==> config.mk <==
export PLATFORM = sky130hd
export DESIGN_NAME = rpn_stack_ctrl
export DESIGN_NICKNAME = d
export VERILOG_FILES = /design/src/rtl/rpn_stack_ctrl.sv
export SDC_FILE = /design/constraint.sdc
export NUM_CORES = 1
export LEC_CHECK = 0
export ABC_AREA = 0
export BUFFER_PORTS_ARGS = -buffer_cell sky130_fd_sc_hd__buf_2
export CAP_MARGIN = 20
export CORE_ASPECT_RATIO = 1.25
export CORE_UTILIZATION = 35
export CTS_BUF_LIST = sky130_fd_sc_hd__clkbuf_16
export CTS_CLUSTER_DIAMETER = 100
export DETAILED_ROUTE_END_ITERATION = 8
export SETUP_SLACK_MARGIN = 0.5
export SLEW_MARGIN = 5
export SYNTH_ARGS = -nofsm -noshare
export SYNTH_HDL_FRONTEND = slang
export SYNTH_SLANG_ARGS = --single-unit
==> constraint.sdc <==
create_clock -name CLOCK_50 -period 4.85 [get_ports CLOCK_50]
set_input_delay 0.485 -clock CLOCK_50 [delete_from_list [all_inputs] [get_ports CLOCK_50]]
set_output_delay 0.485 -clock CLOCK_50 [all_outputs]
set_load 0.1 [all_outputs]
==> src/rtl/rpn_stack_ctrl.sv <==
// rtl/rpn_stack_ctrl.sv - RPN calculator stack sequencer: SP, top-of-stack, RAM and ALU operand control
module rpn_stack_ctrl #(
    parameter int DATA_W = 8,
    parameter int ADDR_W = 8,
    parameter int DEPTH  = 16
) (
    input  logic              CLOCK_50,
    input  logic              RESET,
    input  logic              cmd_valid,
    output logic              cmd_ready,
    input  logic [3:0]        cmd_op,
    input  logic [DATA_W-1:0] cmd_data,
    output logic [ADDR_W-1:0] mem_addr,
    output logic              mem_we,
    output logic [DATA_W-1:0] mem_wdata,
    input  logic [DATA_W-1:0] mem_rdata,
    output logic [DATA_W-1:0] alu_a,
    output logic [DATA_W-1:0] alu_b,
    output logic [2:0]        alu_op,
    input  logic [DATA_W-1:0] alu_result,
    output logic [DATA_W-1:0] top,
    output logic [ADDR_W-1:0] depth,
    output logic [1:0]        err
);

    localparam logic [ADDR_W-1:0] DEPTH_A = ADDR_W'(DEPTH);
    localparam logic [3:0] OP_PUSH  = 4'd0;
    localparam logic [3:0] OP_POP   = 4'd1;
    localparam logic [3:0] OP_DUP   = 4'd2;
    localparam logic [3:0] OP_CLEAR = 4'd3;

    typedef enum logic [2:0] {
        S_IDLE, S_WR, S_POP, S_LDTOP, S_RDA, S_CAPA, S_EXEC
    } state_t;

    state_t            state, state_n;
    logic [ADDR_W-1:0] sp, sp_n;
    logic [DATA_W-1:0] top_r, top_n;
    logic [DATA_W-1:0] alu_a_r, alu_a_n;
    logic [2:0]        alu_op_r, alu_op_n;
    logic [1:0]        err_r, err_n;
    logic [DATA_W-1:0] wdata_r, wdata_n;
    logic              accept;

    assign cmd_ready = (state == S_IDLE) && !RESET;
    assign accept    = cmd_valid && (state == S_IDLE);
    assign alu_a     = alu_a_r;
    assign alu_b     = top_r;
    assign alu_op    = alu_op_r;
    assign top       = top_r;
    assign depth     = sp;
    assign err       = err_r;

    always_ff @(posedge CLOCK_50 or posedge RESET) begin
        if (RESET) begin
            state    <= S_IDLE;
            sp       <= '0;
            top_r    <= '0;
            alu_a_r  <= '0;
            alu_op_r <= '0;
            err_r    <= '0;
            wdata_r  <= '0;
        end else begin
            state    <= state_n;
            sp       <= sp_n;
            top_r    <= top_n;
            alu_a_r  <= alu_a_n;
            alu_op_r <= alu_op_n;
            err_r    <= err_n;
            wdata_r  <= wdata_n;
        end
    end

    always_comb begin
        state_n   = state;
        sp_n      = sp;
        top_n     = top_r;
        alu_a_n   = alu_a_r;
        alu_op_n  = alu_op_r;
        err_n     = err_r;
        wdata_n   = wdata_r;
        mem_addr  = '0;
        mem_we    = 1'b0;
        mem_wdata = '0;
        case (state)
            S_IDLE: begin
                if (accept) begin
                    err_n    = 2'b00;
                    alu_op_n = cmd_op[2:0];
                    wdata_n  = (cmd_op == OP_DUP) ? top_r : cmd_data;
                    if (cmd_op[3]) begin
                        if (sp < ADDR_W'(2)) err_n = 2'b10;
                        else                 state_n = S_RDA;
                    end else begin
                        case (cmd_op)
                            OP_PUSH: begin
                                if (sp == DEPTH_A) err_n = 2'b01;
                                else               state_n = S_WR;
                            end
                            OP_POP: begin
                                if (sp == '0) err_n = 2'b10;
                                else          state_n = S_POP;
                            end
                            OP_DUP: begin
                                if (sp == DEPTH_A)  err_n = 2'b01;
                                else if (sp == '0)  err_n = 2'b10;
                                else                state_n = S_WR;
                            end
                            OP_CLEAR: begin
                                sp_n  = '0;
                                top_n = '0;
                            end
                            default: err_n = 2'b11;
                        endcase
                    end
                end
            end
            S_WR: begin
                mem_addr  = sp;
                mem_we    = 1'b1;
                mem_wdata = wdata_r;
                sp_n      = sp + ADDR_W'(1);
                top_n     = wdata_r;
                state_n   = S_IDLE;
            end
            S_POP: begin
                // The new top lives one below the popped slot; read it now, capture it next cycle.
                mem_addr = sp - ADDR_W'(2);
                sp_n     = sp - ADDR_W'(1);
                if (sp == ADDR_W'(1)) begin
                    top_n   = '0;
                    state_n = S_IDLE;
                end else begin
                    state_n = S_LDTOP;
                end
            end
            S_LDTOP: begin
                mem_addr = sp - ADDR_W'(1);
                top_n    = mem_rdata;
                state_n  = S_IDLE;
            end
            S_RDA: begin
                mem_addr = sp - ADDR_W'(2);
                state_n  = S_CAPA;
            end
            S_CAPA: begin
                mem_addr = sp - ADDR_W'(2);
                alu_a_n  = mem_rdata;
                state_n  = S_EXEC;
            end
            S_EXEC: begin
                // Result replaces the deeper operand's slot and becomes the new top.
                mem_addr  = sp - ADDR_W'(2);
                mem_we    = 1'b1;
                mem_wdata = alu_result;
                top_n     = alu_result;
                sp_n      = sp - ADDR_W'(1);
                state_n   = S_IDLE;
            end
            default: state_n = S_IDLE;
        endcase
    end

endmodule

==> impl_metrics.tcl, run 1 <==
set metrics [dict create \
    outcome "finished, final reports clean" \
    die_h_um 97.6 \
    grt_usage 0.184 \
    rsz0062_at_grt "false" \
    post-cts-setup-buffers 0 \
    synthFlopType "dfrtp_1" \
    antenna_found_initial 0 \
    layout-drive-gt1-share 0.321 \
    grt_pass1_vias 2150 \
    skew_ns 0.00495 \
    port_buffers 85 \
    crit_arrival_ns 2.76 \
    clk_latency_ns 0.28 \
    syn-instance-count 278 \
    drtIter0Drc 117 \
    hold_buffers 0 \
    grt_max_degree 41 \
    dr.pass1.iters 5 \
    core_area_um2 7020 \
    max_cap_viol_count 0 \
    clock-sinks 40 \
    finalCriticalPeriod_ns 3.25 \
    syn2layout_area_growth_pct 23.0 \
    layout.nets 382 \
    setup_tns_ns 0 \
    synth_area_um2 2560 \
    async_flop_share 1.00 \
    clk_pin_slew_ns 0.06 \
    crit_path_start_kind "flop" \
    vias 2402 \
    routabilityCongestion 0.890 \
    regArea_um2 1000 \
    syn-num-nets 315 \
    route.detailed.drc 0 \
    ys_seq_elements 40 \
    synth.avg_cell_area_um2 9.21 \
    cts_buffer_depth 2 \
    diodes 0 \
    nFillCells 686 \
    cts_buffers 5 \
    hold_class "in2async" \
    path_class "reg2out" \
    worst_pin_slew_ns 0.773 \
    cts.htree.levels 2 \
    final_common_cell "buf_2" \
    die_w_um 78.5 \
    grt_pass1_wl_mm 11.1 \
    wl_per_cell_um 15.7 \
    max_freq_mhz 308 \
    rows 34 \
    ys_seq_area_frac 0.391 \
    cts_tree "yes" \
    required_ns 4.37 \
    synth_edf_count 0 \
    cts_resized 0 \
    routed_via_density 5.51 \
    critPathMaxFanout 24 \
    finalSetupViolCount 0 \
    die_area_um2 7670 \
    yosys_warnings 0 \
    ant_nets 0 \
    pin_count 86 \
    fin_crit_sh 0.670 \
    hold_viol_final 0 \
    layout_common_cells "buf_2, dfrtp_1, nand2_1" \
    routed_wl_mm 6.86 \
    multi_input_area_um2 1390 \
    place_hpwl_mm 4.95 \
    initial_core_util 0.365 \
    cp-end-kind "primary output" \
    ys_types 54 \
    cts-root-buf "clkbuf_16" \
    overflow 0 \
    finalMaxSlewViolations 0 \
    slew-limit-headroom 0.483 \
]
-- logic make-up (layout without fill, tap and decap cells) --
group,count (synthesis),in the layout,share of synthesized area
muxes,17,17,0.0703
buffers and inverters,37,105,0.0703
adders and majority gates,6,6,0.0293
DFF,40,40,0.391
and+or+nand+nor,95,95,0.192
xor gates and xnor gates,7,7,0.0239
AOI/OAI and AO/OA,76,76,0.224
-- worst paths after layout --
kind,start,to,slack [ns],cells past startpoint
worst max-delay path,state[1],mem_wdata[2],1.60,4
worst min-delay path,RESET,depth[1],0.33,3
worst max register to register,state[1],alu_b[1],2.47,4
worst min register to register,alu_op[0],alu_op[0],0.47,2
max in group asynchronous,RESET,alu_a[6],4.16,3
min in group CLOCK_50,mem_rdata[4],alu_a[4],0.46,2
-- layer usage --
| layer | up-vias | global-route usage | routed length (um) |
|---|---|---|---|
| met3 | 8 | 0.0310 | 491 |
| met4 | 0 | 0.0584 | 81 |
| met5 | - | 0 | 0 |
| li1 | 1167 | - | - |
| met1 | 1114 | 0.263 | 3230 |
| met2 | 113 | 0.280 | 3060 |
-- per-stage QoR --
| stage | utilization | setup WS (ns) | cell area, um^2 | hold WS (ns) | std cells |
|---|---|---|---|---|---|
| final | 0.449 | 1.60 | 3150 | 0.329 | 436 |
| after global routing | 0.449 | 1.38 | 3150 | 0.397 | 436 |
| after CTS | 0.449 | 1.63 | 3150 | 0.361 | 436 |
| after detailed placement | 0.425 | 1.94 | 2990 | 0.463 | 428 |
| after global placement | 0.425 | 1.93 | 2990 | 0.455 | 428 |
| after floorplan | - | 0.435 | 2570 | 0.451 | 278 |
-- critical path, stage by stage (launching register included) --
cell      delay [ns]
dfrtp_1         0.78
nand2b_1        0.35
nor2_1          0.64
a22o_1          0.28
buf_2           0.43
-- registers in the layout (all words and copies together) (netlist names) --
register	flops
wdata_r	8
state	3
alu_b	8
err	2
alu_op	3
alu_a	8
depth	8
-- Yosys cell counts (5+ instances only) --
| cell | instances | area, um^2 |
|---|---|---|
| nor2_1 | 17 | 63.8 |
| a21oi_1 | 8 | 40.0 |
| nand3_1 | 8 | 40.0 |
| a221o_1 | 8 | 80.1 |
| buf_2 | 9 | 45.0 |
| ha_1 | 6 | 75.1 |
| clkbuf_1 | 8 | 30.0 |
| nand2_1 | 36 | 135 |
| o21ai_0 | 16 | 80.1 |
| inv_1 | 9 | 33.8 |
| nor2b_1 | 5 | 31.3 |
| o22ai_1 | 6 | 37.5 |
| mux2_2 | 8 | 90.1 |
| mux2i_1 | 9 | 90.1 |
| a221oi_1 | 5 | 43.8 |
| a22o_1 | 10 | 87.6 |
| dfrtp_1 | 40 | 1000 |
| buf_4 | 8 | 60.1 |
| nor3_1 | 5 | 25.0 |
-- cell type report --
class,count,area share
inverter,9,0.0107
sequential,40,0.318
tap,90,0.0357
clock buffer,5,0.0397
multi-input combinational,201,0.442
clock inverter,3,0.0123
timing repair buffer,88,0.142
Power of run 1 is not shown: default switching activity piles up to over one toggle a cycle in this logic, so the estimate is an artifact.
==> inputs of run 2 (changes only) <==
==> constraint.sdc (replaced) <==
create_clock -name CLOCK_50 -period 2.95 [get_ports CLOCK_50]
set_input_delay 0.295 -clock CLOCK_50 [delete_from_list [all_inputs] [get_ports CLOCK_50]]
set_output_delay 0.295 -clock CLOCK_50 [all_outputs]
set_load 0.1 [all_outputs]
==> run 2 against run 1 <==
Effect of this change:
- via count is 3.0% higher
- first-iteration DRC count is 4.3% lower
- global-route usage is 2.3 points higher
- sequential cell count stayed put
- sequential share of layout area is 3.4 points lower
- hold slack worse by 0.078 ns
- die area stayed put
- routed wire length is 13% higher
- register-to-register slack worse by 1.5 ns
- clock skew is 0.0033 ns higher
- clock-buffer cell count stayed put
- setup slack worse by 1.0 ns
==> impl_metrics.tcl, run 2 (synthesis results as in run 1) <==
set metrics [dict create \
    outcome "finished, final reports clean" \
    die_area_um2 7670 \
    die_w_um 78.5 \
    grt_usage 0.207 \
    slew-limit-headroom 0.469 \
    cts_buffer_depth 2 \
    crit_path_start_kind "flop" \
    overflow 0 \
    cts.htree.levels 2 \
    core_area_um2 7020 \
    ant_nets 0 \
    grt_max_degree 36 \
    rows 34 \
    nFillCells 673 \
    crit_chain "inv_6, ha_4, nor3b_4, nand2_1, xor2_1, o22ai_4, buf_12" \
    skew_ns 0.00829 \
    path_depth 7 \
    routabilityCongestion 0.831 \
    hp-start "mem_rdata[7]" \
    crit_family "flip-flops" \
    stdcell_count 449 \
    hold_class "in2reg" \
    cts_buffers 5 \
    finalSetupViolCount 0 \
    layout_common_cells "buf_2, nand2_1, dfrtp_1" \
    syn2layout_area_growth_pct 41.1 \
    routed_via_density 5.51 \
    hold_end "alu_b[7]" \
    drtIter0Drc 112 \
    initial_core_util 0.365 \
    finalCriticalPeriod_ns 2.38 \
    critPathMaxFanout 7 \
    port_buffers 85 \
    routed_wl_mm 7.78 \
    fin_crit_sh 0.805 \
    worst_pin_slew_ns 0.793 \
    finalMaxSlewViolations 0 \
    diodes 0 \
    cpMaxStageDelayCell "dfrtp_4" \
    cts_tree "yes" \
    clk_pin_slew_ns 0.07 \
    pin_count 86 \
    path_class "reg2out" \
    rsz0062_at_grt "true" \
    layout-drive-gt1-share 0.426 \
    whs_ns 0.251 \
    layout.nets 395 \
    cp-end-kind "primary output" \
    die_h_um 97.6 \
    r2r-end "alu_b[3]" \
    place_inst 434 \
    grt_pass1_vias 2393 \
    wl_per_cell_um 17.3 \
    route.detailed.drc 0 \
    r2r_start "depth[5]" \
    min_path_cells 2 \
    clock-sinks 40 \
    max_freq_mhz 421 \
    critical_path_buf_inv_count 2 \
    clk_latency_ns 0.29 \
    fin_area_um2 3610 \
    rrSetupSlack_ns 0.94 \
    reg2reg_depth 4 \
    placed_area_um2 3320 \
    dr.pass1.iters 4 \
    place_hpwl_mm 5.56 \
    crit_arrival_ns 2.08 \
    setup_tns_ns 0 \
    hold_viol_final 0 \
    required_ns 2.65 \
    vias 2474 \
    max_stage_delay_ns 0.54 \
    final_common_cell "buf_2" \
    cts-root-buf "clkbuf_16" \
    antenna_found_initial 0 \
    max_cap_viol_count 0 \
    grt_pass1_wl_mm 12.2 \
]
[run 2: repair_timing]
item                                   4_1_cts  5_1_grt
pin swaps                                    0        0
endpoints found under the hold margin        5        0
setup buffers                                0        6
gates cloned                                 0        0
hold buffers                                 1        0
gates resized for setup                     11       10
setup endpoints to repair                   16        6
[run 2: area by class of cell]
class	instances	area (um^2)	area share
clock inverter	3	42.5	0.0118
clock buffer	5	125	0.0346
inverter	9	38.8	0.0107
multi-input combinational	201	1560	0.430
timing repair buffer	101	716	0.198
sequential	40	1020	0.283
tap	90	113	0.0312
[run 2: worst max-delay path by stage]
stage                  endpoint  slack (ns)     start
global route        mem_addr[7]        0.48  depth[1]
detailed placement  mem_addr[7]        0.52  depth[1]
global placement    mem_addr[7]        0.57  depth[1]
floorplan           mem_addr[3]        0.36  depth[2]
finish              mem_addr[7]        0.57  depth[1]
CTS                 mem_addr[7]        0.44  depth[1]
[run 2: routing by layer]
metal  GRT usage  routed length [um]
met3      0.0376                 345
met1       0.264                3390
met2       0.354                3980
met5           0                   0
met4      0.0541                  63
[run 2: through the flow]
step	worst slack (ns)	utilization
global route	0.477	0.515
floorplan	0.362	-
finish	0.575	0.515
global placement	0.570	0.473
CTS	0.437	0.502
detailed placement	0.520	0.473
Power of run 2 is left out for the same reason.
==> inputs of run 3 (changes only) <==
--- a/config.mk
+++ b/config.mk
@@ -5,7 +5,7 @@
 export SDC_FILE = /design/constraint.sdc
 export NUM_CORES = 1
 export LEC_CHECK = 0
-export ABC_AREA = 0
+export ABC_AREA = 1
 export BUFFER_PORTS_ARGS = -buffer_cell sky130_fd_sc_hd__buf_2
 export CAP_MARGIN = 20
 export CORE_ASPECT_RATIO = 1.25
==> constraint.sdc (replaced) <==
create_clock -name CLOCK_50 -period 2.5 [get_ports CLOCK_50]
set_input_delay 0.25 -clock CLOCK_50 [delete_from_list [all_inputs] [get_ports CLOCK_50]]
set_output_delay 0.25 -clock CLOCK_50 [all_outputs]
set_load 0.1 [all_outputs]
==> run 3 against run 2 <==
Effect of this change:
- clock skew decreased by 0.0020 ns
- final cell count increased by 17%
- synthesized cell count increased by 25%
- routed wire length decreased by 4.9%
- die area increased by 2.6%
- non-clock buffer count decreased by 3
- final area increased by 3.2%
- global-route usage decreased by 0.48 points
- sequential share of layout area decreased by 0.83 points
- critical path depth increased by 2
- largest cell class unchanged
- via count increased by 5.7%
==> impl_metrics.tcl, run 3 <==
set metrics [dict create \
    overflow 0 \
    hold_viol_final 0 \
    worst_pin_slew_ns 0.521 \
    yosysTopAreaCell "dfrtp_1" \
    synth_area_um2 2630 \
    finalCriticalPeriod_ns 2.02 \
    antenna_found_initial 0 \
    place_hpwl_mm 5.51 \
    wl_per_cell_um 14.1 \
    vias 2614 \
    dr.pass1.iters 5 \
    grt_max_degree 41 \
    netlist.area_leader.share 0.381 \
    pin_count 86 \
    max_cap_viol_count 0 \
    critPathMaxFanout 4 \
    final_common_cell "nand2_1" \
    r2r-end "wdata_r[5]" \
    hold_buffers 0 \
    route.detailed.drc 0 \
    syn-instance-count 347 \
    routed_wl_mm 7.40 \
    synth_common_cells "nand2_1, dfrtp_1, nor2_1, nand3_1, inv_1" \
    routabilityCongestion 0.834 \
    synth_area_leaders "dfrtp_1, nand2_1, nand3_1, nor2_1, inv_1" \
    ant_nets 0 \
    drtIter0Drc 74 \
    max_freq_mhz 494 \
    layout.nets 471 \
    cp-end-kind "primary output" \
    crit_arrival_ns 1.77 \
    cts-root-buf "clkbuf_16" \
    diodes 0 \
    yosysMostFrequentCell "nand2_1" \
    reg2reg_depth 7 \
    grt_pass1_wl_mm 12.5 \
    clk_latency_ns 0.28 \
    skew_ns 0.00634 \
    ys_types 31 \
    syn-num-nets 384 \
    cts_buffer_depth 2 \
    ys_seq_elements 40 \
    die_h_um 98.9 \
    layout-drive-gt1-share 0.423 \
    syn2layout_area_growth_pct 41.7 \
    cts_buffers 5 \
    outcome "finished, final reports clean" \
    r2r_start "state[2]" \
    slew-limit-headroom 0.653 \
    clk_pin_slew_ns 0.06 \
    routed_via_density 4.98 \
    port_buffers 85 \
    fin_crit_sh 0.810 \
    yosys_warnings 0 \
    die_area_um2 7870 \
    synth_edf_count 0 \
    finalMaxSlewViolations 0 \
    grt_pass1_vias 2652 \
    finalSetupViolCount 0 \
    required_ns 2.25 \
    cts.htree.levels 2 \
    synth.avg_cell_area_um2 7.58 \
    clock-sinks 40 \
    die_w_um 79.5 \
    rrSetupSlack_ns 0.85 \
    grt_usage 0.202 \
    hold_class "in2async" \
    core_area_um2 7100 \
    ys_seq_area_frac 0.381 \
    layout_common_cells "nand2_1, buf_2, nor2_1" \
    cts_tree "yes" \
    rsz0062_at_grt "true" \
    async_flop_share 1.00 \
    crit_path_start_kind "flop" \
    whs_ns 0.110 \
    fin_util 0.525 \
    path_class "reg2out" \
    synthFlopType "dfrtp_1" \
    initial_core_util 0.370 \
    rows 34 \
]
-- run 3: cell types whose count changed in the layout (fill, tap and decap cells not counted), sizes merged, moves of 10 or more --
cell   change
nand3     +28
o21ai     +16
nor2      +28
nand2     +53
a22o      -10
inv       +26
-- run 3: worst max path at each step --
stage | from | end | cells after the start
floorplan | state[1] | mem_addr[4] | 6
global placement | state[0] | mem_addr[3] | 6
detailed placement | depth[1] | mem_addr[6] | 7
CTS | depth[1] | mem_addr[7] | 9
global route | depth[1] | mem_addr[4] | 7
finish | depth[1] | mem_addr[7] | 9
-- run 3: per-layer routing --
| layer | vias to the layer above | routed length [um] | track usage |
|---|---|---|---|
| met5 | - | 0 | 0 |
| li1 | 1301 | - | - |
| met1 | 1215 | 3080 | 0.245 |
| met3 | 10 | 366 | 0.0352 |
| met2 | 88 | 3870 | 0.362 |
| met4 | 0 | 89 | 0.0545 |
-- run 3: worst max-delay path, cell delays in order, from the launching register on --
cell and delay [ns]:
dfrtp_4 0.49, clkinvlp_4 0.14, ha_4 0.17, nand3_4 0.10
nor2_4 0.12, nand2_1 0.07, nand2_2 0.07, nand3_2 0.09
nand3_4 0.08, buf_12 0.17
-- run 3: layout make-up --
cell class	instances	area [um^2]
clock buffers	5	125
clock inverters	3	63.8
fillers	677	3380
inverters	38	171
multi-input cells	251	1550
flip-flops and latches	40	1020
well taps	90	113
repair buffers	98	681
-- run 3: stage by stage --
step | TNS (ns) | setup WS [ns] | cells | cell area [um^2]
floorplan | -0.116 | -0.116 | 347 | 2820
global placement | 0 | 0.357 | 509 | 3240
detailed placement | 0 | 0.314 | 509 | 3240
CTS | 0 | 0.467 | 524 | 3630
global route | 0 | 0.396 | 525 | 3730
finish | 0 | 0.476 | 525 | 3730
-- run 3: repair_timing --
| action | CTS | global route |
|---|---|---|
| pin swaps | 6 | 2 |
| gates resized for setup | 47 | 25 |
| setup buffers | 7 | 1 |
| endpoints found under the setup margin | 17 | 16 |
-- run 3: cells by family (layout without fill, tap and decap cells) --
| group | after synthesis | after routing | share of synthesized area |
|---|---|---|---|
| flops | 40 | 40 | 0.381 |
| compound gates | 58 | 58 | 0.131 |
| buf+inv | 56 | 144 | 0.109 |
| xor+xnor | 5 | 5 | 0.0167 |
| fa+ha+maj | 6 | 6 | 0.0285 |
| mux | 8 | 8 | 0.0343 |
| simple gates | 174 | 174 | 0.300 |
Power of run 3 is left out for the same reason.
